### src/rtl/key_debounce_scan_if.sv
// Signal bundle between the raw note switches, the debouncer and its consumers.
// The master side is the debouncer; the slave side drives the switches and reads the results.
interface key_debounce_scan_if;
  logic [7:0] SW_RAW;
  logic [7:0] KEY_N;
  logic [7:0] PRESS;
  logic [7:0] RELEASE;
  logic       NOTE_VALID;
  logic [2:0] NOTE_IDX;
  logic       TICK_1MS;

  modport master (
    input  SW_RAW,
    output KEY_N, PRESS, RELEASE, NOTE_VALID, NOTE_IDX, TICK_1MS
  );

  modport slave (
    output SW_RAW,
    input  KEY_N, PRESS, RELEASE, NOTE_VALID, NOTE_IDX, TICK_1MS
  );
endinterface

### src/rtl/key_debounce_scan.sv
// Eight-key synchroniser and tick-based debouncer with press/release pulses
// and a lowest-index priority encoder for the note display.
module key_debounce_scan #(
  parameter int CLK_HZ      = 12000000,
  parameter int DEBOUNCE_MS = 10
) (
  input  logic                CLK_IN,
  input  logic                RST_N,
  key_debounce_scan_if.master bus
);

  localparam int PRESC_N = CLK_HZ / 1000;
  localparam int PW      = (PRESC_N > 1) ? $clog2(PRESC_N) : 1;
  localparam logic [PW-1:0] PRESC_LAST = PW'(PRESC_N - 1);
  localparam logic [7:0]    CNT_LAST   = 8'(DEBOUNCE_MS - 1);

  logic [7:0]    sync1_q, sync1_d;
  logic [7:0]    sync2_q, sync2_d;
  logic [PW-1:0] presc_q, presc_d;
  logic          tick_q, tick_d;
  logic [7:0]    key_q, key_d;
  logic [7:0]    press_q, press_d;
  logic [7:0]    rel_q, rel_d;
  logic [7:0]    cnt_q [8];
  logic [7:0]    cnt_d [8];
  logic          valid_q, valid_d;
  logic [2:0]    idx_q, idx_d;

  // Lowest-numbered pressed (zero) key; 0 when nothing is pressed.
  function automatic logic [2:0] lowest_zero(input logic [7:0] v);
    logic [2:0] r;
    casez (v)
      8'b???????0: r = 3'd0;
      8'b??????01: r = 3'd1;
      8'b?????011: r = 3'd2;
      8'b????0111: r = 3'd3;
      8'b???01111: r = 3'd4;
      8'b??011111: r = 3'd5;
      8'b?0111111: r = 3'd6;
      8'b01111111: r = 3'd7;
      default:     r = 3'd0;
    endcase
    return r;
  endfunction

  // Two-stage synchroniser on the raw switches.
  always_comb begin
    sync1_d = bus.SW_RAW;
    sync2_d = sync1_q;
  end

  // 1 ms prescaler; the strobe lands in the cycle after the terminal count.
  always_comb begin
    if (presc_q == PRESC_LAST) begin
      presc_d = {PW{1'b0}};
      tick_d  = 1'b1;
    end else begin
      presc_d = presc_q + PW'(1);
      tick_d  = 1'b0;
    end
  end

  // Per-key debounce: any agreement with the current state restarts the interval.
  always_comb begin
    key_d   = key_q;
    press_d = 8'h00;
    rel_d   = 8'h00;
    for (int i = 0; i < 8; i++) begin
      cnt_d[i] = cnt_q[i];
      if (sync2_q[i] == key_q[i]) begin
        cnt_d[i] = 8'd0;
      end else if (tick_q && (cnt_q[i] == CNT_LAST)) begin
        key_d[i]   = sync2_q[i];
        cnt_d[i]   = 8'd0;
        press_d[i] = ~sync2_q[i];
        rel_d[i]   = sync2_q[i];
      end else if (tick_q) begin
        cnt_d[i] = cnt_q[i] + 8'd1;
      end else begin
        cnt_d[i] = cnt_q[i];
      end
    end
  end

  // Priority encoder works from the registered key state, one cycle behind it.
  always_comb begin
    valid_d = ~&key_q;
    idx_d   = lowest_zero(key_q);
  end

  // State registers.
  always_ff @(posedge CLK_IN or negedge RST_N) begin
    if (!RST_N) begin
      sync1_q <= 8'hFF;
      sync2_q <= 8'hFF;
      presc_q <= {PW{1'b0}};
      tick_q  <= 1'b0;
      key_q   <= 8'hFF;
      press_q <= 8'h00;
      rel_q   <= 8'h00;
      valid_q <= 1'b0;
      idx_q   <= 3'd0;
      for (int i = 0; i < 8; i++) begin
        cnt_q[i] <= 8'd0;
      end
    end else begin
      sync1_q <= sync1_d;
      sync2_q <= sync2_d;
      presc_q <= presc_d;
      tick_q  <= tick_d;
      key_q   <= key_d;
      press_q <= press_d;
      rel_q   <= rel_d;
      valid_q <= valid_d;
      idx_q   <= idx_d;
      for (int i = 0; i < 8; i++) begin
        cnt_q[i] <= cnt_d[i];
      end
    end
  end

  assign bus.KEY_N      = key_q;
  assign bus.PRESS      = press_q;
  assign bus.RELEASE    = rel_q;
  assign bus.NOTE_VALID = valid_q;
  assign bus.NOTE_IDX   = idx_q;
  assign bus.TICK_1MS   = tick_q;

endmodule
### src/flat_wrapper.sv
// flat-port wrapper written by rule: the top's interface ports become plain ports
module key_debounce_scan_flat 
#(
  parameter int CLK_HZ      = 12000000,
  parameter int DEBOUNCE_MS = 10
)
  (CLK_IN, RST_N, bus_SW_RAW, bus_KEY_N, bus_PRESS, bus_RELEASE, bus_NOTE_VALID, bus_NOTE_IDX, bus_TICK_1MS);
  key_debounce_scan_if bus_i ();
  input  logic CLK_IN;
  input  logic RST_N;
  input wire logic [$bits(bus_i.SW_RAW)-1:0] bus_SW_RAW;
  output wire logic [$bits(bus_i.KEY_N)-1:0] bus_KEY_N;
  output wire logic [$bits(bus_i.PRESS)-1:0] bus_PRESS;
  output wire logic [$bits(bus_i.RELEASE)-1:0] bus_RELEASE;
  output wire logic [$bits(bus_i.NOTE_VALID)-1:0] bus_NOTE_VALID;
  output wire logic [$bits(bus_i.NOTE_IDX)-1:0] bus_NOTE_IDX;
  output wire logic [$bits(bus_i.TICK_1MS)-1:0] bus_TICK_1MS;
  assign bus_i.SW_RAW = bus_SW_RAW;
  assign bus_KEY_N = bus_i.KEY_N;
  assign bus_PRESS = bus_i.PRESS;
  assign bus_RELEASE = bus_i.RELEASE;
  assign bus_NOTE_VALID = bus_i.NOTE_VALID;
  assign bus_NOTE_IDX = bus_i.NOTE_IDX;
  assign bus_TICK_1MS = bus_i.TICK_1MS;
  key_debounce_scan #(.CLK_HZ(CLK_HZ), .DEBOUNCE_MS(DEBOUNCE_MS)) u_core (.CLK_IN(CLK_IN), .RST_N(RST_N), .bus(bus_i));
endmodule
### config.mk
export PLATFORM = sky130hd
export DESIGN_NAME = key_debounce_scan_flat
export DESIGN_NICKNAME = d
export VERILOG_FILES = /design/src/rtl/key_debounce_scan_if.sv /design/src/rtl/key_debounce_scan.sv /design/src/flat_wrapper.sv
export SDC_FILE = /design/constraint.sdc
export NUM_CORES = 1
export LEC_CHECK = 0
export BUFFER_PORTS_ARGS = -buffer_cell sky130_fd_sc_hd__buf_2
export CORE_ASPECT_RATIO = 1.4
export CORE_MARGIN = 10
export CORE_UTILIZATION = 45
export CTS_BUF_LIST = sky130_fd_sc_hd__clkbuf_16
export DETAILED_ROUTE_END_ITERATION = 10
export HOLD_SLACK_MARGIN = 0.05
export PLACE_DENSITY = 0.69
export SETUP_SLACK_MARGIN = 0.02
export SLEW_MARGIN = 10
export SYNTH_ARGS = -nofsm -noshare
export SYNTH_HDL_FRONTEND = slang
export SYNTH_SLANG_ARGS = --single-unit
### constraint.sdc
create_clock -name CLK_IN -period 2 [get_ports CLK_IN]
set_input_delay 0 -clock CLK_IN [delete_from_list [all_inputs] [get_ports CLK_IN]]
set_output_delay 0 -clock CLK_IN [all_outputs]
set_load 0.02 [all_outputs]
==> metrics.txt <==
routability cong.=0.878; Most used DFF post-synth=dfrtp_1; largest net degree at the start of global routing=55; Worst-path clk slew=0.05 ns; Via density=5.59; Die H=153 µm; Mapped Avg Cell Area=10.8 µm²; CP Data Required Time=2.34 ns; period utilization=91.0%; Yosys top cell by area=dfrtp_1; worst r2r path cells=4; Mapped Nets=555; clk_lat worst skew=0.41 ns; top-area cell type share of the netlist area=43.5%; post-layout minimum cycle time=1.82 ns; Seq pwr share=42.8%; Root Buffer=clkbuf_16; first-pass GRT wire length=20100 µm; Core Footprint=12400 µm²; post-synthesis sequential area ratio=54.6%; port buffer count=38; multiplexer area fraction after synthesis=1.93%; Final Setup Violations=0; hold slack=0.0680 ns; skew final=0.00640 ns; Clock Sinks=123; Ports=39; Fill cells=1070; Synth cell types=44; Total Neg Setup Slack=0 ns; final wirelength=11300 µm; hold crit path type=input port to asynchronous set/reset pin; Pleak=3.03 nW; Comb pwr share=2.2%; endpoints failing hold=0; Critical R2R Launch=u_core.sync2_q[7]$_DFF_PN1_; ys async rst share=100%; non-filler cells in the finished layout=753; crit path DAT=2.16 ns; Synth area leaders=dfrtp_1 44%, dfstp_2 11%, xor2_1 6.5%, ha_1 3.7%, o21ai_0 3.4%; number of nets with antenna violations after routing=0; layout net count=617; synthesized instance count=528; CTS tree=built; CTS Buffer Depth=2; crit path kind=flip-flop to flip-flop; vias in the first global route=4399; site row count=48; Initial Utilization=46.0%; htree depth=4; Int Pwr=4.75 mW; n_diodes=0; Inst Count DP=712; footprint of the multi-input gates=2480 µm²; initial antenna violation count=0; post-DR wirelength/cell=15.0 µm; vias=4211; total gr overflow=0; switch share=19.8%; RSZ-0062 raised after global routing=false; drt first pass iters=5; Crit Path Max Fanout=6; setup bufs post-CTS=0; Area growth, synth to finish=20.1%; max_cap viols=0; drt drc=0; EDFF count, synth=0; Pwr per Cell Area=866 nW/µm²; Die Area=17600 µm²; worst vdd ir=0.000564 V; r2r endpoint=u_core.cnt_q[5]$_DFFE_PN0P_; layout cell share with drive strength beyond 1=17.9%; fraction of the mapped netlist area in adder cells=3.74%; crit end category=flip-flop; CTS Buf Count=17; register area=3110 µm²; Compound-Gate Fraction of Synth Area=9.50%; status=completed; max_slew headroom=59.0%; Worst R2R Setup Slack=0.18 ns; Slew @ Worst Pin=0.610 ns; Die X-Extent=115 µm; YS warnings=0; clock power share=55.0%; Setup crit start kind=flip-flop; xor and xnor area share after synthesis=8.77%; largest family of logic cells by synthesized area=simple AND/OR/NAND/NOR gates; NetSw=1.17 mW; Fmax=549 MHz; Slew Limit Fails=0; 1st-iter DRT viols=335; Global Route Usage Sum=13.7%; Post-Synth Simple-Gate Area=19.5%; Yosys reg bits=123; DP HPWL=7960 µm; Synth Cell Area=5690 µm²
[synthesized netlist by cell type, types with 11 or more instances]
cell type	n
dfrtp_1	99
dfstp_2	24
ha_1	17
inv_1	15
nand2_1	45
nand3_1	30
nand4_1	18
nor2_1	49
nor3b_1	15
o2111ai_1	11
o21ai_0	39
xnor2_1	15
xor2_1	42
[worst max path at each step]
stage	start	end	slack [ns]	cells past startpoint
global placement	u_core.sync2_q[7]$_DFF_PN1_	u_core.cnt_q[5]$_DFFE_PN0P_	0.21	4
detailed placement	u_core.presc_q[0]$_DFF_PN0_	u_core.presc_q[7]$_DFF_PN0_	0.12	5
global route	u_core.sync2_q[7]$_DFF_PN1_	u_core.cnt_q[5]$_DFFE_PN0P_	0.05	4
CTS	u_core.presc_q[0]$_DFF_PN0_	u_core.presc_q[7]$_DFF_PN0_	0.08	5
floorplan	u_core.bus.KEY_N[7]$_DFFE_PN1P_	u_core.cnt_q[5]$_DFFE_PN0P_	0.16	4
finish	u_core.sync2_q[7]$_DFF_PN1_	u_core.cnt_q[5]$_DFFE_PN0P_	0.18	4
[stage by stage]
step,utilization (%),total power [mW],instance area (µm²),setup WS (ns)
after floorplan,-,2.61,5690,0.160
after global placement,49.4,2.69,6110,0.209
after detailed placement,49.4,2.70,6110,0.123
after CTS,55.2,5.99,6830,0.0787
after global routing,55.3,6.11,6840,0.0527
final,55.3,5.92,6840,0.180
[cell families (layout without fill, tap and decap cells)]
kind of cell               Yosys count  in the layout
adders and majority gates           17             17
DFF                                123            123
AOI/OAI and AO/OA                   83             83
and+or+nand+nor                    210            210
buffers and inverters               28            103
muxes                               10             10
xor gates and xnor gates            57             57
[metal layers]
layer	wire length [µm]	global-route usage, %	share of wire, %
met5	0	0	0
met4	173	6.03	1.5
met3	450	3.49	4.0
met2	5850	23.4	52
met1	4830	15.5	43
[timing repair]
item / CTS / global route
hold endpoints to repair: 113 / 0
setup endpoints to repair: 0 / 1
hold buffers: 9 / 0
gates resized for setup: 0 / 1
[worst max-delay path, stage by stage, from the launching register on]
cell     delay (ns)
dfstp_2        0.55
xnor2_1        0.15
a311o_1        0.40
or4_1          0.51
a21oi_1        0.13
[flip-flops by register name, summed over array words and instances, names as in the netlist]
signal,cells
u_core.bus.KEY_N,8
u_core.bus.NOTE_IDX,3
u_core.bus.NOTE_VALID,1
u_core.bus.PRESS,8
u_core.bus.RELEASE,8
u_core.bus.TICK_1MS,1
u_core.cnt_q,64
u_core.presc_q,14
u_core.sync1_q,8
u_core.sync2_q,8
[final cells by class]
| type | count | share of cell area, % |
|---|---|---|
| Sequential cell | 123 | 45.5 |
| Multi-Input combinational cell | 377 | 36.3 |
| Clock buffer | 17 | 6.22 |
| Timing Repair Buffer | 56 | 5.49 |
| Clock inverter | 15 | 2.98 |
| Tap cell | 150 | 2.74 |
| Inverter | 15 | 0.823 |
[placed cells by master, fill, tap and decap left out, types with 8 or more instances in the layout]
cell type      netlist  layout
dfrtp_1             99      99
nor2_1              49      49
nand2_1             45      45
xor2_1              42      42
o21ai_0             39      39
buf_2                3      37
nand3_1             30      30
dfstp_2             24      24
nand4_1             18      18
ha_1                17      17
clkbuf_16            0      17
inv_1               15      16
xnor2_1             15      15
nor3b_1             15      15
o2111ai_1           11      11
and3_1              10      10
dlygate4sd3_1        0       9
mux2_2               8       8
buf_4                0       8
[power groups by stage]
stage | logic (mW) | registers (mW) | clock network, mW
after floorplan | 0.0409 | 2.57 | 0
after global placement | 0.118 | 2.58 | 0
after detailed placement | 0.121 | 2.58 | 0
after CTS | 0.134 | 2.54 | 3.32
after global routing | 0.148 | 2.54 | 3.43
final | 0.129 | 2.54 | 3.25
(Power assumes the default switching activity.)
